`src/rtl/raster_fb_writer.sv`:
```
// Framebuffer write stage: clips raster pixels, packs them to RGB565 and buffers them
// in a small FIFO. The FIFO drains to a valid/ready memory port through one output register.
module raster_fb_writer #(
    parameter int unsigned FB_W              = 320,
    parameter int unsigned FB_H              = 240,
    parameter int unsigned ADDR_W            = 17,
    parameter int unsigned FIFO_DEPTH_LOG2   = 4,
    parameter int unsigned ALMOST_FULL_LEVEL = 12
) (
    input  logic              i_clk,
    input  logic              i_reset_n,
    input  logic              i_write_pixel,
    input  logic [15:0]       i_x,
    input  logic [15:0]       i_y,
    input  logic [7:0]        i_color_r,
    input  logic [7:0]        i_color_g,
    input  logic [7:0]        i_color_b,
    input  logic [ADDR_W-1:0] i_fb_base,
    input  logic              i_clear_status,
    output logic              o_mem_valid,
    output logic [ADDR_W-1:0] o_mem_addr,
    output logic [15:0]       o_mem_data,
    input  logic              i_mem_ready,
    output logic              o_almost_full,
    output logic              o_idle,
    output logic              o_overflow,
    output logic [15:0]       o_clip_count,
    output logic [31:0]       o_write_count
);

    localparam int unsigned DEPTH = 1 << FIFO_DEPTH_LOG2;
    localparam int unsigned CNT_W = FIFO_DEPTH_LOG2 + 1;
    localparam int unsigned PTR_W = FIFO_DEPTH_LOG2;

    typedef struct packed {
        logic [8:0]  x;
        logic [7:0]  y;
        logic [15:0] color;
    } pixel_t;

    pixel_t            fifo_mem [DEPTH];
    logic [PTR_W-1:0]  wr_ptr;
    logic [PTR_W-1:0]  rd_ptr;
    logic [CNT_W-1:0]  count;

    logic              in_range;
    logic              push_req;
    logic              fifo_empty;
    logic              fifo_full;
    logic              pop;
    logic              push;
    logic              handshake;
    logic              overflow_event;
    logic              clip_event;
    pixel_t            push_entry;
    pixel_t            head;
    logic [ADDR_W-1:0] head_addr;
    logic              unused_color_bits;

    // Clip test: a negative coordinate has its sign bit set, everything else is compared unsigned.
    always_comb begin
        in_range = !i_x[15] && (i_x < 16'(FB_W)) && !i_y[15] && (i_y < 16'(FB_H));
        push_entry.x     = i_x[8:0];
        push_entry.y     = i_y[7:0];
        push_entry.color = {i_color_r[7:3], i_color_g[7:2], i_color_b[7:3]};
    end

    assign unused_color_bits = ^{i_color_r[2:0], i_color_g[1:0], i_color_b[2:0]};

    always_comb begin
        fifo_empty     = (count == '0);
        fifo_full      = (count == CNT_W'(DEPTH));
        handshake      = o_mem_valid && i_mem_ready;
        pop            = !fifo_empty && (!o_mem_valid || i_mem_ready);
        push_req       = i_write_pixel && in_range;
        // A full FIFO still takes a pixel when the head leaves in the same cycle.
        push           = push_req && (!fifo_full || pop);
        overflow_event = push_req && fifo_full && !pop;
        clip_event     = i_write_pixel && !in_range;
        head           = fifo_mem[rd_ptr];
        head_addr      = i_fb_base + ADDR_W'(head.y) * ADDR_W'(FB_W) + ADDR_W'(head.x);
    end

    always_ff @(posedge i_clk) begin
        if (push) begin
            fifo_mem[wr_ptr] <= push_entry;
        end
    end

    always_ff @(posedge i_clk or negedge i_reset_n) begin
        if (!i_reset_n) begin
            wr_ptr <= '0;
            rd_ptr <= '0;
            count  <= '0;
        end else begin
            if (push) begin
                wr_ptr <= wr_ptr + PTR_W'(1);
            end
            if (pop) begin
                rd_ptr <= rd_ptr + PTR_W'(1);
            end
            count <= count + CNT_W'(push) - CNT_W'(pop);
        end
    end

    // Output register: reloads only when empty or the current request is accepted.
    always_ff @(posedge i_clk or negedge i_reset_n) begin
        if (!i_reset_n) begin
            o_mem_valid <= 1'b0;
            o_mem_addr  <= '0;
            o_mem_data  <= '0;
        end else if (pop) begin
            o_mem_valid <= 1'b1;
            o_mem_addr  <= head_addr;
            o_mem_data  <= head.color;
        end else if (handshake) begin
            o_mem_valid <= 1'b0;
        end
    end

    // Status: clear takes priority over any event on the same edge.
    always_ff @(posedge i_clk or negedge i_reset_n) begin
        if (!i_reset_n) begin
            o_overflow    <= 1'b0;
            o_clip_count  <= '0;
            o_write_count <= '0;
        end else if (i_clear_status) begin
            o_overflow    <= 1'b0;
            o_clip_count  <= '0;
            o_write_count <= '0;
        end else begin
            if (overflow_event) begin
                o_overflow <= 1'b1;
            end
            if (clip_event && (o_clip_count != 16'hFFFF)) begin
                o_clip_count <= o_clip_count + 16'd1;
            end
            if (handshake) begin
                o_write_count <= o_write_count + 32'd1;
            end
        end
    end

    assign o_almost_full = (count >= CNT_W'(ALMOST_FULL_LEVEL));
    assign o_idle        = fifo_empty && !o_mem_valid;

endmodule

```
`config.mk`:
```
export PLATFORM = sky130hd
export DESIGN_NAME = raster_fb_writer
export DESIGN_NICKNAME = d
export VERILOG_FILES = /design/src/rtl/raster_fb_writer.sv
export SDC_FILE = /design/constraint.sdc
export NUM_CORES = 1
export LEC_CHECK = 0
export ABC_AREA = 1
export CORE_MARGIN = 2
export CORE_UTILIZATION = 50
export CTS_BUF_LIST = sky130_fd_sc_hd__clkbuf_8
export DETAILED_ROUTE_END_ITERATION = 8
export HOLD_SLACK_MARGIN = 0.05
export PLACE_DENSITY = 0.72
export SLEW_MARGIN = 10
export SYNTH_ARGS = -nofsm -noshare
export SYNTH_HDL_FRONTEND = slang
export SYNTH_SLANG_ARGS = --single-unit
```
`constraint.sdc`:
```
create_clock -name i_clk -period 5.6 [get_ports i_clk]
set_clock_uncertainty 0.1 [all_clocks]
set_input_delay 1.12 -clock i_clk [delete_from_list [all_inputs] [get_ports i_clk]]
set_output_delay 1.12 -clock i_clk [all_outputs]
set_load 0.01 [all_outputs]
```
After elaboration in Yosys (flattened, before gate mapping)

Memories as Yosys holds them, arrays and structs flattened.
Index checks and enable logic that the tools add are counted.

Flip-flop bits (word level): 96
Input bits: 78
Logic and storage cells: 60
Memories kept: 1
RAM bits: 528
Output and inout bits: 85

Memory list:

| memory   | depth | width | rd ports | clocked after Yosys merged registers in | wr ports | line | RTL |
|---|---|---|---|---|---|---|---|
| fifo_mem | 16    | 33    | 1        | 0                                       | 1        | 41   | `pixel_t fifo_mem [DEPTH];` |

$lt $le $gt $ge: 3
Add/sub/neg operators: 8
Mux-type cells: 10
Multipliers: 1
Reductions and logical operators: 26
Equal/unequal tests: 2

Operators with widths:

| cell                                                                                 | count |
|---|---|
| 32-bit two-way mux                                                                   | 2 |
| 32-bit by 1-bit adder with 32-bit output (second input constant)                     | 1 |
| 16-bit two-way mux                                                                   | 2 |
| 17-bit adder                                                                         | 1 |
| 17-bit by 9-bit adder with 17-bit output                                             | 1 |
| 16-bit by 1-bit adder with 16-bit output (second input constant)                     | 1 |
| 16-bit by 8-bit < comparator with 1-bit output (second input constant)               | 1 |
| 16-bit by 9-bit < comparator with 1-bit output (second input constant)               | 1 |
| 16-bit inequality test (second input constant)                                       | 1 |
| 1-bit logical AND                                                                    | 12 |
| 8-bit by 3-bit multiplier with 11-bit output (second input constant)                 | 1 |
| 4-bit by 1-bit adder with 4-bit output (second input constant)                       | 2 |
| 2-bit nonzero test                                                                   | 4 |
| 1-bit logical NOT                                                                    | 7 |
| 1-bit two-way mux                                                                    | 6 |
| 5-bit by 1-bit adder with 5-bit output                                               | 1 |
| 5-bit equality test (second input constant)                                          | 1 |
| 5-bit by 4-bit greater-or-equal comparator with 1-bit output (second input constant) | 1 |
| 5-bit logical NOT                                                                    | 1 |
| 5-bit by 1-bit subtractor with 5-bit output                                          | 1 |
| 1-bit logical OR                                                                     | 2 |

Longest topological paths before layout

Gate-level depths: netlist of the first run.

Word-level depth: 9
Depth in mapped cells: 28
Mapped depth without buffers: 26

Least setup slack after synthesis of the first run

No wires, ideal clock.

Path kind: input to register
Start point: in i_x[14]
End point: mem fifo_mem[4][0] (netlist name) (enable)
Cell stages on the path: 7
Path buffers: 1
Path slack: 0.689 ns
Library setup time: 0.464 ns
Required time: 5.036 ns
Arrival: 4.347 ns
Cells stage by stage: nor4_1 nand2_1 nand3b_1 nor2_4 nand2_2 buf_6 nor3_1

Cells in the longest elaborated chain, start to end: 8

Ends and longest elaborated chain:

| item                                           | line | RTL |
|---|---|---|
| from (decl)                                    | 13   | `input logic [15:0] i_x,` |
| 16-bit by 9-bit < comparator with 1-bit output | 62   | `in_range = !i_x[15] && (i_x < 16'(FB_W)) && !i_y[15] && (i_y < 16'(FB_H));` |
| 1-bit logical AND (3 in a row)                 | 62   |  |
| 1-bit logical AND                              | 75   | `push_req = i_write_pixel && in_range;` |
| 1-bit logical AND                              | 77   | `push = push_req && (!fifo_full \|\| pop);` |
| 1-bit two-way mux                              | 85   | `if (push) begin` |
| 1-bit two-way mux (not written as such)        | 86   | `fifo_mem[wr_ptr] <= push_entry;` |
| to (decl)                                      | 41   |  |

No other way between the ends.

Worst setup path in the final report of the first run

Start point: reg rd_ptr[0]
End point: reg o_mem_addr[16]

Cells in the longest elaborated chain, start to end: 4

Ends and longest elaborated chain:

| item                                         | line | RTL |
|---|---|---|
| from (decl)                                  | 43   | `logic [PTR_W-1:0] rd_ptr;` |
| from (signal assigned)                       | 100  | `rd_ptr <= rd_ptr + PTR_W'(1);` |
| memory 16 x 33 bit *                         | -    |  |
| 8-bit by 3-bit multiplier with 11-bit output | 81   | `head_addr = i_fb_base + ADDR_W'(head.y) * ADDR_W'(FB_W) + ADDR_W'(head.x);` |
| 17-bit adder                                 | 81   |  |
| 17-bit by 9-bit adder with 17-bit output *   | 81   |  |
| to (signal assigned)                         | 114  | `o_mem_addr <= head_addr;` |
| to (decl)                                    | 21   | `output logic [ADDR_W-1:0] o_mem_addr,` |

Every way passes the cells marked *; elsewhere a longest branch is shown, timed or not.
A chain may end at the register's enable or synchronous reset.

==> results.py, run 1 <==
metrics = {
    "synth": {
        "syn-num-nets": 2369,
        "syn_area_per_cell_um2": 12.0,
        "seq_area_frac_synth": 0.682,
        "yosysUniqueCellTypes": 43,
        "ys_seq_elements": 624,
        "syn_inst": 2230,
        "ys_warn_count": 0,
        "synth-edff-count": 528,
        "postSynth.asyncResetShare": 0.154,
        "synth_ff_type": "edfxtp_1",
        "syn_area_mm2": 0.0268,
    },
    "critical_path": {
        "critPathMostFrequentCell": "nand2_1",
        "crit_fanout": 156,
        "crit_arrival_ns": 5.67,
        "endpoint_kind": "register",
        "max_stage_delay_ns": 0.67,
        "critPathBufInv": 1,
        "critPathKind": "register to register",
        "cp_top_family": "adder cells",
        "start_kind": "register",
        "reg2reg_setup_slack_ns": 0.41,
        "path_cells": "buf_12 -> o21ai_0 -> o221ai_1 -> o211ai_1 -> nand2_1 -> ha_1 -> fa_1 -> nand3_1 -> nand2_1 -> a21o_1 -> a21oi_1 -> xnor2_1 -> ha_1 -> ha_1 -> nand2_1 -> nor2_1 -> nor3_1 -> o21ai_0 -> a21oi_1 -> nand3_1 -> nand3_1 -> nand2_1",
        "crit_path_top_delay_cell": "dfrtp_4",
        "cp.required_ns": 6.08,
    },
    "drt": {
        "ant_nets": 0,
        "drc": 0,
        "viasPerCell": 5.85,
        "vias": 18600,
        "post_drt_wl_per_cell_um": 21.2,
        "dr.pass1.iters": 5,
        "totalWireLength_um": 67500,
        "drtIter0Drc": 2023,
    },
    "timing": {
        "rsz0062_at_grt": "no",
        "finalMaxSlewViolations": 0,
        "period_share": 0.926,
        "fmax_ghz": 0.193,
        "setup_slack_ns": 0.413,
        "min_period_ns": 5.19,
        "finalSetupViolations": 0,
        "setup_tns_ns": 0,
        "tightest_slew_ns": 1.01,
        "relSlewSlack": 0.329,
        "finalHoldViolations": 0,
    },
    "global_route": {
        "grt.overflow.total": 0,
        "grt_usage": 0.242,
        "grt_pass1_wl_um": 104000,
        "grt_pass1_vias": 18600,
        "grt_start_max_net_pins": 157,
        "antenna_found_initial": 3,
    },
    "die": {
        "fp.dieH_um": 235,
        "coreArea_mm2": 0.0528,
        "chipWidth_um": 235,
        "rows": 84,
        "initial_core_util": 0.507,
        "die-area_mm2": 0.0554,
        "ios": 163,
    },
    "clocking": {
        "post_cts_buffers": 0,
        "clkTransAtPathRegs_ns": 0.06,
        "cts-root-buf": "clkbuf_8",
        "cts.repair.resized": 0,
        "tritoncts": "built",
        "cts_buffers": 97,
        "cts_hold_buffers": 0,
        "cts_sinks": 624,
        "insertion_delay_ns": 0.71,
        "clock_path_buffers": 3,
        "htree_num_levels": 3,
    },
    "final_layout": {
        "fin_nets": 2549,
        "areaGrowthSynthToFinish_pct": 15.5,
        "drive_above_1_share": 0.0900,
    },
    "outcome": {
        "status": "finished, final reports clean",
    },
    "flow_run": {
        "maxCapViolCount": 0,
    },
    "placement": {
        "pre_cts_ws_ns": 0.382,
        "hpwl_um": 38200,
        "routabilityCongestion": 0.895,
        "portBuffers": 154,
    },
    "pwr": {
        "vdd_drop_max_v": 0.000664,
        "leakage_nw": 11.0,
        "powerDensity_mw_per_mm2": 557,
    },
    "hold_path": {
        "hold_path_class": "register to register",
    },
}
[metrics by stage]
step                instances  cell area, um^2  utilization  power (mW)  hold WS (ns)
floorplan                2230            26800            -        11.5         0.378
CTS                      3177            30900        0.586        17.2         0.380
global placement         2999            29100        0.551        13.4         0.367
detailed placement       2999            29100        0.551        13.6         0.364
global route             3178            30900        0.586        18.5         0.412
finish                   3179            30900        0.586        17.2         0.376
[Yosys cell counts (4+ instances only)]
master    count  area [um^2]
nor2_2        4         25.0
o211ai_1     17          128
buf_4        13         97.6
o221ai_1     96          841
o21ai_0     276         1380
clkbuf_1     72          270
o22ai_1      33          206
dfrtp_1      96         2400
inv_1        96          360
nand2_2       5         31.3
xnor2_1      12          105
ha_1         55          688
nand2_1     219          822
nor4_1       12         75.1
xor2_1       23          201
nor2_1      348         1310
nand3_2       4         40.0
a31oi_1      20          125
nand3_1     110          551
fa_1          6          120
buf_6        15          169
o21a_1        4         30.0
o21ai_1      20          100
nor3_1       36          180
nand4_1      17          106
a21oi_1      42          210
edfxtp_1    528        15900
buf_2        25          125
[kinds of logic (layout without fill, tap and decap cells)]
| family | count (synthesis) | after routing | share of synthesized area |
|---|---|---|---|
| AO/OA/AOI/OAI | 518 | 518 | 0.116 |
| XOR/XNOR | 35 | 35 | 0.0115 |
| adder cells (fa/ha/maj) | 61 | 61 | 0.0302 |
| buffers and inverters | 226 | 485 | 0.0389 |
| flip-flops | 624 | 624 | 0.682 |
| other | 0 | 2 | 0 |
| AND/OR/NAND/NOR | 766 | 766 | 0.122 |
[layout by cell type, fill, tap and decap left out, drive strengths merged, types with 42 or more instances in the layout]
cell type	netlist	final
a21oi	42	42
buf	54	54
clkbuf	72	110
clkdlybuf4s50	0	153
dfrtp	96	96
edfxtp	528	528
ha	55	55
inv	99	143
nand2	224	224
nand3	114	114
nor2	355	355
o21ai	296	296
o221ai	96	96
[power by group]
| part | internal (mW) | switching [mW] |
|---|---|---|
| sequential | 5.26 | 0.206 |
| clock | 1.84 | 1.74 |
| combinational | 3.03 | 5.13 |
| total | 10.1 | 7.08 |
[sequential cells by signal, indices dropped and copies added, names as in the netlist]
register / flops
count: 5
o_clip_count: 16
rd_ptr: 4
wr_ptr: 4
o_mem_data: 16
o_overflow: 1
fifo_mem: 528
o_write_count: 32
o_mem_valid: 1
o_mem_addr: 17
[worst paths after layout]
check / from / to / cells after the start
hold / removal: o_mem_addr[1] / o_mem_addr[1] / 2
setup reg to reg: rd_ptr[0] / o_mem_addr[16] / 22
setup / recovery: rd_ptr[0] / o_mem_addr[16] / 22
hold reg to reg: o_mem_addr[1] / o_mem_addr[1] / 2
max in group asynchronous: i_reset_n / o_mem_data[0] / 2
min in group asynchronous: i_reset_n / o_mem_addr[9] / 1
[routing by layer]
layer,vias to the layer above,part of all wire,GRT usage
li1,8522,-,-
met1,9119,0.41,0.315
met2,827,0.49,0.410
met5,-,0.00019,0
met3,126,0.078,0.0453
met4,2,0.022,0.0826
[final cells by class]
| type | instances | area (um^2) |
|---|---|---|
| Timing Repair Buffer | 207 | 2010 |
| Fill cell | 4197 | 21800 |
| Inverter | 100 | 380 |
| Clock inverter | 68 | 320 |
| Antenna cell | 2 | 5.00 |
| Clock buffer | 110 | 1510 |
| Tap cell | 688 | 861 |
| Sequential cell | 624 | 18300 |
| Multi-Input combinational cell | 1380 | 7550 |
[tightest hold or removal path, stage by stage, from the launching register on]
cell and delay [ns]:
dfrtp_1 0.34, nand2_1 0.05, nand2_1 0.05
Power figures use the tool's default switching activity.
==> run 2: changes to the inputs <==
--- a/config.mk
+++ b/config.mk
@@ -12,6 +12,7 @@
 export DETAILED_ROUTE_END_ITERATION = 8
 export HOLD_SLACK_MARGIN = 0.05
 export PLACE_DENSITY = 0.72
+export RECOVER_POWER = 100
 export SLEW_MARGIN = 10
 export SYNTH_ARGS = -nofsm -noshare
 export SYNTH_HDL_FRONTEND = slang
==> run 2 against run 1 <==
Effect of this change:
- the run now ends with capacitance limit, slew limit left
- wire length rose by 0.11%
- flip-flop and latch count is the same
- final cell count is essentially flat
- die area is the same
- setup slack improved by 0.026 ns
- count of clock-buffer cells in the layout unchanged
==> results.py, run 2 (same netlist as run 1, synthesis figures left out) <==
metrics = {
    "timing": {
        "finalHoldViolations": 0,
        "rsz0062_at_grt": "no",
        "fmax_ghz": 0.194,
        "holdWs_ns": 0.371,
        "min_period_ns": 5.16,
        "finalMaxSlewViolations": 142,
        "tightest_slew_ns": 2.03,
        "relSlewSlack": -0.355,
        "setup_tns_ns": 0,
        "period_share": 0.922,
        "finalSetupViolations": 0,
    },
    "final_layout": {
        "layout_common_cells": "edfxtp_1, nor2_1, o21ai_0, nand2_1, inv_1",
        "top_register": "fifo_mem",
        "top_regs": "fifo_mem (528), o_write_count (32), o_mem_addr (17)",
        "drive_above_1_share": 0.0747,
        "largest_reg_flops": 528,
        "areaGrowthSynthToFinish_pct": 14.6,
        "post-route-util": 0.581,
        "fin_nets": 2549,
        "layout_commonest_cell": "edfxtp_1",
    },
    "pwr": {
        "powerDensity_mw_per_mm2": 559,
        "vdd_drop_max_v": 0.000664,
        "leakage_nw": 11.0,
        "p_total_mw": 17.1,
    },
    "critical_path": {
        "crit_path_top_delay_cell": "dfrtp_4",
        "cp.required_ns": 6.09,
        "critPathKind": "register to register",
        "critPathMostFrequentCell": "nand2_1",
        "crit_arrival_ns": 5.65,
        "path_cells": "buf_12 -> o21ai_0 -> o221ai_1 -> o211ai_1 -> nand2_1 -> ha_1 -> fa_1 -> nand3_1 -> nand2_1 -> a21o_1 -> a21oi_1 -> xnor2_1 -> ha_1 -> ha_1 -> nand2_1 -> nor2_1 -> nor3_1 -> o21ai_0 -> a21oi_1 -> nand3_1 -> nand3_1 -> nand2_1",
        "start_kind": "register",
        "max_stage_delay_ns": 0.68,
        "endpoint_kind": "register",
        "crit_fanout": 156,
    },
    "die": {
        "die-area_mm2": 0.0554,
        "coreArea_mm2": 0.0528,
        "initial_core_util": 0.507,
        "rows": 84,
        "ios": 163,
        "chipWidth_um": 235,
        "fp.dieH_um": 235,
    },
    "drt": {
        "drtIter0Drc": 2016,
        "met3WireLength_um": 5430,
        "ant_nets": 0,
        "vias": 18600,
        "wl_met2_um": 32800,
        "post_drt_wl_per_cell_um": 21.3,
        "dr.pass1.iters": 6,
        "drc": 0,
        "viasPerCell": 5.85,
        "totalWireLength_um": 67600,
        "dr.max_layer_used": "met5",
        "m1WireLength_um": 27700,
    },
    "placement": {
        "portBuffers": 154,
        "routabilityCongestion": 0.895,
        "hpwl_um": 38200,
    },
    "clocking": {
        "clkTransAtPathRegs_ns": 0.06,
        "cts_hold_buffers": 0,
        "post_cts_buffers": 0,
        "insertion_delay_ns": 0.72,
        "cts-root-buf": "clkbuf_8",
        "cts.repair.resized": 0,
        "htree_num_levels": 3,
        "tritoncts": "built",
        "clock_path_buffers": 3,
        "cts_buffers": 97,
        "cts_sinks": 624,
    },
    "global_route": {
        "grt_start_max_net_pins": 157,
        "grt_pass1_vias": 18600,
        "grt_pass1_wl_um": 104000,
        "grt_usage": 0.242,
        "grt.overflow.total": 0,
        "antenna_found_initial": 5,
    },
    "outcome": {
        "status": "complete, but fails checks",
        "violations": "capacitance limit, slew limit",
    },
    "hold_path": {
        "hold_path_class": "register to register",
    },
    "flow_run": {
        "maxCapViolCount": 4,
    },
}
run 2: changes by cell type in the layout (fill, tap and decap cells not counted), sizes merged:
cell	change
dlygate4sd3	+120
diode	+1
clkbuf	+32
clkdlybuf4s50	-120
buf	-32
run 2: critical path: cells and delay by family, from the launching register on:
family	cells	cell delay, ns
AOI/OAI and AO/OA	7	1.18
adders and majority gates	4	1.38
xor gates and xnor gates	1	0.16
buffers and inverters	1	0.49
and+or+nand+nor	9	0.92
DFF	1	0.68
run 2: final cells by class:
type | count | area, um^2
diodes | 3 | 7.51
clock buffers | 110 | 1510
clock inverters | 68 | 320
fillers | 4244 | 22100
inverters | 100 | 380
multi-input cells | 1380 | 7430
flip-flops and latches | 624 | 18300
well taps | 688 | 861
repair buffers | 207 | 1890
run 2: layer usage:
layer  GRT usage  vias up
met1       0.315     9088
li1            -     8530
met2       0.410      826
met3      0.0453      147
met5           0        -
met4      0.0826        2
run 2: metrics by stage:
step,std cells,instance area [um^2],setup WS (ns)
after floorplan,2230,26800,0.689
after global placement,2999,29100,0.534
after detailed placement,2999,29100,0.382
after CTS,3177,30900,0.365
after global routing,3178,30700,0.00933
final,3180,30700,0.439
run 2: path summary, 6_finish.rpt:
kind	start	to	slack, ns	cells past startpoint
max	rd_ptr[0]	o_mem_addr[16]	0.44	22
min	o_mem_addr[1]	o_mem_addr[1]	0.37	2
max reg2reg	rd_ptr[0]	o_mem_addr[16]	0.44	22
min reg2reg	o_mem_addr[1]	o_mem_addr[1]	0.37	2
max in group asynchronous	i_reset_n	rd_ptr[2]	2.33	2
min in group asynchronous	i_reset_n	o_mem_addr[9]	0.47	1
run 2: power breakdown:
| group | total [mW] | leakage, nW | switching (mW) | internal (mW) |
|---|---|---|---|---|
| sequential | 5.46 | 5.96 | 0.199 | 5.26 |
| clock | 3.59 | 1.09 | 1.75 | 1.84 |
| combinational | 8.09 | 3.97 | 5.12 | 2.97 |
| total | 17.1 | 11.0 | 7.07 | 10.1 |
